[src/rtl/sb_pkg.sv]
// sb_pkg: shared types, field widths and helpers for the sideband TX
// message arbiter (sb_tx_msg_arbiter) and its round-robin picker.
package sb_pkg;

    localparam int SB_STATE_W = 4;
    localparam int SB_MSGNO_W = 4;
    localparam int SB_INFO_W  = 3;
    localparam int SB_DATA_W  = 16;
    localparam int SB_CNT_W   = 8;   // holds BUSY_WAIT_MAX-1 for BUSY_WAIT_MAX up to 255

    typedef enum logic [2:0] {
        IDLE,
        ISSUE,
        WAIT_BUSY,
        WAIT_DONE,
        ACK,
        ERR
    } sb_arb_state_e;

    // Message fields captured from the winning requester at grant time.
    typedef struct packed {
        logic [SB_STATE_W-1:0] state;
        logic [SB_STATE_W-1:0] sub_state;
        logic [SB_MSGNO_W-1:0] msg_no;
        logic [SB_INFO_W-1:0]  msg_info;
        logic [SB_DATA_W-1:0]  data;
    } sb_msg_fields_t;

    // Index following idx in a ring of n requesters.
    function automatic int rr_next(input int idx, input int n);
        return (idx + 1 >= n) ? 0 : idx + 1;
    endfunction

endpackage

[src/rtl/sb_rr_picker.sv]
// sb_rr_picker: combinational round-robin selection. Returns the first set
// request at or after the pointer (wrapping), as one-hot and index, plus
// whether any request is set.
module sb_rr_picker #(
    parameter int  NUM_REQ = 4,
    localparam int IDW     = $clog2(NUM_REQ)
) (
    input  logic [NUM_REQ-1:0] i_req,
    input  logic [IDW-1:0]     i_ptr,
    output logic [NUM_REQ-1:0] o_onehot,
    output logic [IDW-1:0]     o_idx,
    output logic               o_any
);

    logic [IDW-1:0] cand [NUM_REQ];

    // Candidate indices in search order, starting at the pointer.
    always_comb begin
        for (int i = 0; i < NUM_REQ; i++) begin
            cand[i] = IDW'((int'(i_ptr) + i) % NUM_REQ);
        end
    end

    // First requesting candidate wins.
    always_comb begin
        o_onehot = '0;
        o_idx    = '0;
        o_any    = 1'b0;
        for (int i = 0; i < NUM_REQ; i++) begin
            if (!o_any && i_req[cand[i]]) begin
                o_any            = 1'b1;
                o_idx            = cand[i];
                o_onehot[cand[i]] = 1'b1;
            end
        end
    end

endmodule

[src/rtl/sb_tx_msg_arbiter.sv]
// sb_tx_msg_arbiter: shares the sideband TX message path between NUM_REQ
// training requesters. Round-robin grant, one message in flight, sequenced
// on SB TX busy; per-requester ack on completion, err when SB TX never
// accepts. Optional feature macro SB_ARB_PRIORITY_EN: requester 0 always
// wins when requesting and round-robin covers requesters 1..NUM_REQ-1.
module sb_tx_msg_arbiter
    import sb_pkg::*;
#(
    parameter int NUM_REQ       = 4,
    parameter int BUSY_WAIT_MAX = 15
) (
    input  logic                          i_clk,
    input  logic                          i_rst_n,
    input  logic [NUM_REQ-1:0]            i_req,
    input  logic [NUM_REQ-1:0]            i_req_data_valid,
    input  logic [SB_STATE_W*NUM_REQ-1:0] i_req_state,
    input  logic [SB_STATE_W*NUM_REQ-1:0] i_req_sub_state,
    input  logic [SB_MSGNO_W*NUM_REQ-1:0] i_req_msg_no,
    input  logic [SB_INFO_W*NUM_REQ-1:0]  i_req_msg_info,
    input  logic [SB_DATA_W*NUM_REQ-1:0]  i_req_data_bus,
    input  logic                          i_hold,
    input  logic                          i_busy,
    output logic                          o_msg_valid,
    output logic                          o_data_valid,
    output logic [SB_STATE_W-1:0]         o_state,
    output logic [SB_STATE_W-1:0]         o_sub_state,
    output logic [SB_MSGNO_W-1:0]         o_msg_no,
    output logic [SB_INFO_W-1:0]          o_msg_info,
    output logic [SB_DATA_W-1:0]          o_data_bus,
    output logic [NUM_REQ-1:0]            o_ack,
    output logic [NUM_REQ-1:0]            o_err,
    output logic [$clog2(NUM_REQ)-1:0]    o_grant_id
);

    localparam int IDW = $clog2(NUM_REQ);
    localparam logic [SB_CNT_W-1:0] CNT_LAST = SB_CNT_W'(BUSY_WAIT_MAX - 1);

    sb_arb_state_e        state_q, state_d;
    logic [IDW-1:0]       ptr_q, ptr_d;
    logic [IDW-1:0]       id_q, id_d;
    logic [SB_CNT_W-1:0]  cnt_q, cnt_d;
    sb_msg_fields_t       fields_q, fields_d;
    logic                 msg_valid_q, msg_valid_d;
    logic                 data_valid_q, data_valid_d;
    logic [NUM_REQ-1:0]   ack_q, ack_d;
    logic [NUM_REQ-1:0]   err_q, err_d;

    logic [NUM_REQ-1:0]   rr_req;
    logic [NUM_REQ-1:0]   pick_onehot;
    logic [IDW-1:0]       pick_idx;
    logic                 pick_any;

    logic [NUM_REQ-1:0]   win_onehot;
    logic [IDW-1:0]       win_idx;
    logic                 win_any;
    logic                 ptr_adv;
    sb_msg_fields_t       win_fields;
    logic                 win_dv;

    sb_rr_picker #(
        .NUM_REQ (NUM_REQ)
    ) u_picker (
        .i_req    (rr_req),
        .i_ptr    (ptr_q),
        .o_onehot (pick_onehot),
        .o_idx    (pick_idx),
        .o_any    (pick_any)
    );

`ifdef SB_ARB_PRIORITY_EN
    // Requester 0 (responses) pre-empts the ring and leaves the pointer alone.
    always_comb begin
        rr_req    = i_req;
        rr_req[0] = 1'b0;
        if (i_req[0]) begin
            win_onehot = NUM_REQ'(1);
            win_idx    = '0;
        end else begin
            win_onehot = pick_onehot;
            win_idx    = pick_idx;
        end
        win_any = i_req[0] | pick_any;
        ptr_adv = !i_req[0];
    end
`else
    // Plain round-robin over every requester.
    always_comb begin
        rr_req     = i_req;
        win_onehot = pick_onehot;
        win_idx    = pick_idx;
        win_any    = pick_any;
        ptr_adv    = 1'b1;
    end
`endif

    // One-hot mux of the winner's message fields and data-valid flag.
    always_comb begin
        win_fields = '0;
        win_dv     = 1'b0;
        for (int k = 0; k < NUM_REQ; k++) begin
            if (win_onehot[k]) begin
                win_fields.state     = i_req_state[k*SB_STATE_W +: SB_STATE_W];
                win_fields.sub_state = i_req_sub_state[k*SB_STATE_W +: SB_STATE_W];
                win_fields.msg_no    = i_req_msg_no[k*SB_MSGNO_W +: SB_MSGNO_W];
                win_fields.msg_info  = i_req_msg_info[k*SB_INFO_W +: SB_INFO_W];
                win_fields.data      = i_req_data_bus[k*SB_DATA_W +: SB_DATA_W];
                win_dv               = i_req_data_valid[k];
            end
        end
    end

    // Transaction FSM next state; pulse outputs are computed here and
    // registered so they coincide with the state they belong to.
    always_comb begin
        // NOTE: every signal written here is defaulted first, so no path can
        // leave it unassigned and infer a latch.
        state_d      = state_q;
        ptr_d        = ptr_q;
        id_d         = id_q;
        cnt_d        = cnt_q;
        fields_d     = fields_q;
        msg_valid_d  = 1'b0;
        data_valid_d = 1'b0;
        ack_d        = '0;
        err_d        = '0;
        case (state_q)
            IDLE: begin
                if (win_any && !i_hold && !i_busy) begin
                    state_d      = ISSUE;
                    id_d         = win_idx;
                    fields_d     = win_fields;
                    msg_valid_d  = 1'b1;
                    data_valid_d = win_dv;
                    if (ptr_adv) begin
                        ptr_d = IDW'(rr_next(int'(win_idx), NUM_REQ));
                    end
                end
            end
            ISSUE: begin
                state_d = WAIT_BUSY;
                cnt_d   = '0;
            end
            WAIT_BUSY: begin
                if (i_busy) begin
                    state_d = WAIT_DONE;
                end else if (cnt_q == CNT_LAST) begin
                    state_d = ERR;
                    err_d   = NUM_REQ'(1) << id_q;
                end else begin
                    cnt_d = cnt_q + SB_CNT_W'(1);
                end
            end
            WAIT_DONE: begin
                if (!i_busy) begin
                    state_d = ACK;
                    ack_d   = NUM_REQ'(1) << id_q;
                end
            end
            ACK:     state_d = IDLE;
            ERR:     state_d = IDLE;
            default: state_d = IDLE;
        endcase
    end

    // State, pointer, latched fields and registered outputs.
    // NOTE: sequential state uses non-blocking assignments so every flop
    // samples pre-edge values regardless of statement order.
    always_ff @(posedge i_clk or negedge i_rst_n) begin
        if (!i_rst_n) begin
            state_q      <= IDLE;
            ptr_q        <= '0;
            id_q         <= '0;
            cnt_q        <= '0;
            fields_q     <= '0;
            msg_valid_q  <= 1'b0;
            data_valid_q <= 1'b0;
            ack_q        <= '0;
            err_q        <= '0;
        end else begin
            state_q      <= state_d;
            ptr_q        <= ptr_d;
            id_q         <= id_d;
            cnt_q        <= cnt_d;
            fields_q     <= fields_d;
            msg_valid_q  <= msg_valid_d;
            data_valid_q <= data_valid_d;
            ack_q        <= ack_d;
            err_q        <= err_d;
        end
    end

    assign o_msg_valid  = msg_valid_q;
    assign o_data_valid = data_valid_q;
    assign o_state      = fields_q.state;
    assign o_sub_state  = fields_q.sub_state;
    assign o_msg_no     = fields_q.msg_no;
    assign o_msg_info   = fields_q.msg_info;
    assign o_data_bus   = fields_q.data;
    assign o_ack        = ack_q;
    assign o_err        = err_q;
    assign o_grant_id   = id_q;

endmodule

[config.mk]
export PLATFORM = sky130hd
export DESIGN_NAME = sb_tx_msg_arbiter
export DESIGN_NICKNAME = d
export VERILOG_FILES = /design/src/rtl/sb_pkg.sv /design/src/rtl/sb_rr_picker.sv /design/src/rtl/sb_tx_msg_arbiter.sv
export SDC_FILE = /design/constraint.sdc
export NUM_CORES = 1
export LEC_CHECK = 0
export ABC_AREA = 0
export BUFFER_PORTS_ARGS = -buffer_cell sky130_fd_sc_hd__buf_4
export CAP_MARGIN = 5
export CORE_ASPECT_RATIO = 1.1
export CORE_MARGIN = 2
export CORE_UTILIZATION = 46
export DETAILED_ROUTE_END_ITERATION = 8
export PLACE_DENSITY = 0.81
export SLEW_MARGIN = 20
export SYNTH_ARGS = -nofsm -noshare
export SYNTH_HDL_FRONTEND = slang
export SYNTH_HIERARCHICAL = 1
export SYNTH_SLANG_ARGS = --single-unit
[constraint.sdc]
create_clock -name i_clk -period 4.07 [get_ports i_clk]
set_input_delay 0.407 -clock i_clk [delete_from_list [all_inputs] [get_ports i_clk]]
set_output_delay 0.407 -clock i_clk [all_outputs]
set_load 0.1 [all_outputs]
==> out/results.tsv <==
stage	metric	value	unit
timing	Least-Margin Pin Slew	0.878	ns
critical_path	Critical-path top delay cell	dfrtp_1	
worst_hold_path	Hold Path Class	in2async	
critical_path	CP peak stage delay	0.68	ns
clock_network	deepest clock path buffer count	2	
placed_design	Port Buffer Count	178	
clock_network	CTS resizes	0	
global_routing	vias in the first global route	3435	
floorplan	num rows	33	
critical_path	family with the most delay on the worst path	compound AO/OA/AOI/OAI gates	
critical_path	CP Max Fanout	38	
critical_path	Critical Path Start	ptr_q[0]$_DFFE_PN0P_	
placed_design	hpwl dp	8.09	mm
placed_design	GPL Wtd Cong	0.852	
routing	Iteration-0 DRC Markers	215	
yosys	Post-Synthesis Cells	400	
clock_network	CTS tree	done	
layout	post-route cell area	5060	µm²
layout	share of layout cells above drive strength 1	0.377	
global_routing	largest net degree at the start of global routing	57	
global_routing	antenna violations before repair	0	
clock_network	CTS clk-pin slew, worst paths	0.10	ns
routing	DRC violations left	0	
floorplan	starting density of the core	0.475	
critical_path	WP buf/inv	2	
floorplan	Die X	87.7	µm
critical_path	worst path cell trace	inv_1, ha_1, mux4_2, and2b_2, a22oi_1, o21ai_4, buf_12, a221oi_1, a211o_1, a31oi_1	
yosys	Cell Area, Synth	3550	µm²
floorplan	Die Area	8430	µm²
routing	final antenna-violating net count	0	
routing	routed vias/inst	5.63	
critical_path	crit path kind	reg2reg	
routing	post-detailed-route wirelength per cell	16.0	µm
yosys	syn nets	544	
critical_path	crit path DAT	3.81	ns
critical_path	worst-case reg-to-reg path depth	10	
yosys	Syn Area/Cell	8.87	µm²
yosys	flops & latches, synth	56	
global_routing	grt ovf	0	
timing	fin. max-slew vios	0	
clock_network	CTS Buf Count	5	
power	peak supply drop	0.552	mV
run	Max-Cap Viols	0	
yosys	Seq/Total Area, Yosys	0.395	
timing	Max Freq	280	MHz
clock_network	CTS Root Buffer Type	clkbuf_8	
layout	# diodes	0	
timing	unrepaired setup endpoints after global routing	no	
floorplan	chip height	96.1	µm
placed_design	Placed Area	4950	µm²
yosys	asr flop ratio synth	1.00	
layout	nets	700	
critical_path	worst reg2reg startpoint	ptr_q[0]$_DFFE_PN0P_	
timing	final setup vio count	0	
clock_network	CTS H-tree lvls	2	
critical_path	Setup crit start kind	flop	
yosys	EDFF count, synth	0	
power	static leakage	0.00245	µW
critical_path	Worst Path Required	4.31	ns
floorplan	area of the core	7470	µm²
yosys	predominant post-synthesis flop cell	dfrtp_1	
timing	Fin Setup TNS	0	ns
global_routing	Global Route Usage Sum	0.251	
clock_network	later-pin clock latency in the skew report	0.31	ns
layout	area grow syn2layout	42.6	%
global_routing	first-pass GRT wire length	16.5	mm
timing	Worst slew margin	0.415	
critical_path	crit end category	flop	
timing	skew final	0.00448	ns
power	power density over cell area	1010	nW/µm²
layout	post-layout util	0.677	
timing	Hold Fails Final Rpt	0	
timing	fin crit share	0.877	
yosys	synth warn	6	
layout	most common cell after layout, fill and taps aside	buf_4	
layout	most frequent cells in the layout	buf_4, dfrtp_1, nor2_1	
clock_network	CTS Sinks	56	
timing	Tmin final	3.57	ns
clock_network	cts hold-fix bufs	0	
routing	TritonRoute pass-1 iters	5	
clock_network	Setup Fix Bufs, Post-CTS	0	
floorplan	# IOs	179	
critical_path	flop-to-flop setup slack	0.50	ns
routing	via count	3729	
yosys	synth unique cells	48	
outcome	status	complete, no violations	
routing	Post-Route WL	10.6	mm
critical_path	r2r endpoint	o_msg_no[3]$_DFFE_PN0P_	
-- cell usage after synthesis (2+ instances only) --
cell / number / share of area
a211o_1: 31 / 0.077
a21oi_1: 7 / 0.0099
a221oi_1: 31 / 0.077
a22oi_1: 9 / 0.019
a31oi_1: 30 / 0.053
buf_1: 4 / 0.0042
buf_2: 3 / 0.0042
buf_6: 3 / 0.0095
clkbuf_1: 26 / 0.028
dfrtp_1: 56 / 0.39
ha_1: 8 / 0.028
inv_1: 37 / 0.039
mux2_2: 5 / 0.016
mux2i_1: 3 / 0.0085
mux4_1: 2 / 0.015
mux4_2: 2 / 0.013
nand2_1: 39 / 0.041
nand2b_1: 5 / 0.0088
nand3_1: 7 / 0.0099
nand3b_1: 3 / 0.0063
nor2_1: 45 / 0.048
nor2b_1: 3 / 0.0053
nor3_1: 5 / 0.0071
o211ai_1: 4 / 0.0085
o21ai_0: 7 / 0.0099
o31ai_1: 2 / 0.0042
or3_1: 2 / 0.0035
-- flip-flops by register name, indices dropped and copies added (netlist names), 3 cells and up --
register	count
o_msg_info	3
o_data_bus	16
o_state	4
o_msg_no	4
state_q	3
cnt_q	8
o_sub_state	4
o_ack	4
o_err	4
-- power breakdown --
| part | switching, µW | internal, µW |
|---|---|---|
| combinational | 2580 | 1230 |
| sequential | 191 | 769 |
| clock | 183 | 182 |
| total | 2950 | 2180 |
-- kinds of logic after synthesis --
| logic type | share of synthesized area |
|---|---|
| fa+ha+maj | 0.0282 |
| simple gates | 0.160 |
| compound gates | 0.278 |
| mux | 0.0518 |
| buf+inv | 0.0846 |
| flops | 0.395 |
| xor+xnor | 0.00247 |
-- stage by stage --
stage               cells  hold slack, ns  power (µW)  setup slack, ns
global route          662           0.195        5440            0.281
finish                662           0.128        5130            0.499
floorplan             400           0.111        3910             1.04
CTS                   662           0.161        5150            0.505
global placement      654           0.472        4690            0.718
detailed placement    654           0.466        4770            0.537
-- per-layer routing --
metal	vias up	track usage	wire [µm]
met3	17	0.0497	681
li1	1777	-	-
met5	-	0	0
met4	0	0.0756	199
met1	1769	0.316	4170
met2	166	0.432	5530
-- final cells by class --
type | count | area (µm²)
sequential | 56 | 1400
fill | 587 | 2410
clock buffer | 5 | 68.8
clock inverter | 3 | 42.5
multi-input combinational | 271 | 1880
tap | 105 | 131
timing repair buffer | 185 | 1400
inverter | 37 | 139
-- worst max path at each step --
stage	depth (start not counted)	endpoint	slack (ns)
3_3_place_gp	10	o_msg_no[3]$_DFFE_PN0P_	0.72
6_report	10	o_msg_no[3]$_DFFE_PN0P_	0.50
4_1_cts	10	o_msg_no[3]$_DFFE_PN0P_	0.51
3_5_place_dp	10	o_data_bus[13]$_DFFE_PN0P_	0.54
5_1_grt	10	o_data_bus[15]$_DFFE_PN0P_	0.28
2_1_floorplan	13	o_data_bus[0]$_DFFE_PN0P_	1.04
No activity file was read; power rests on OpenSTA's default activity.
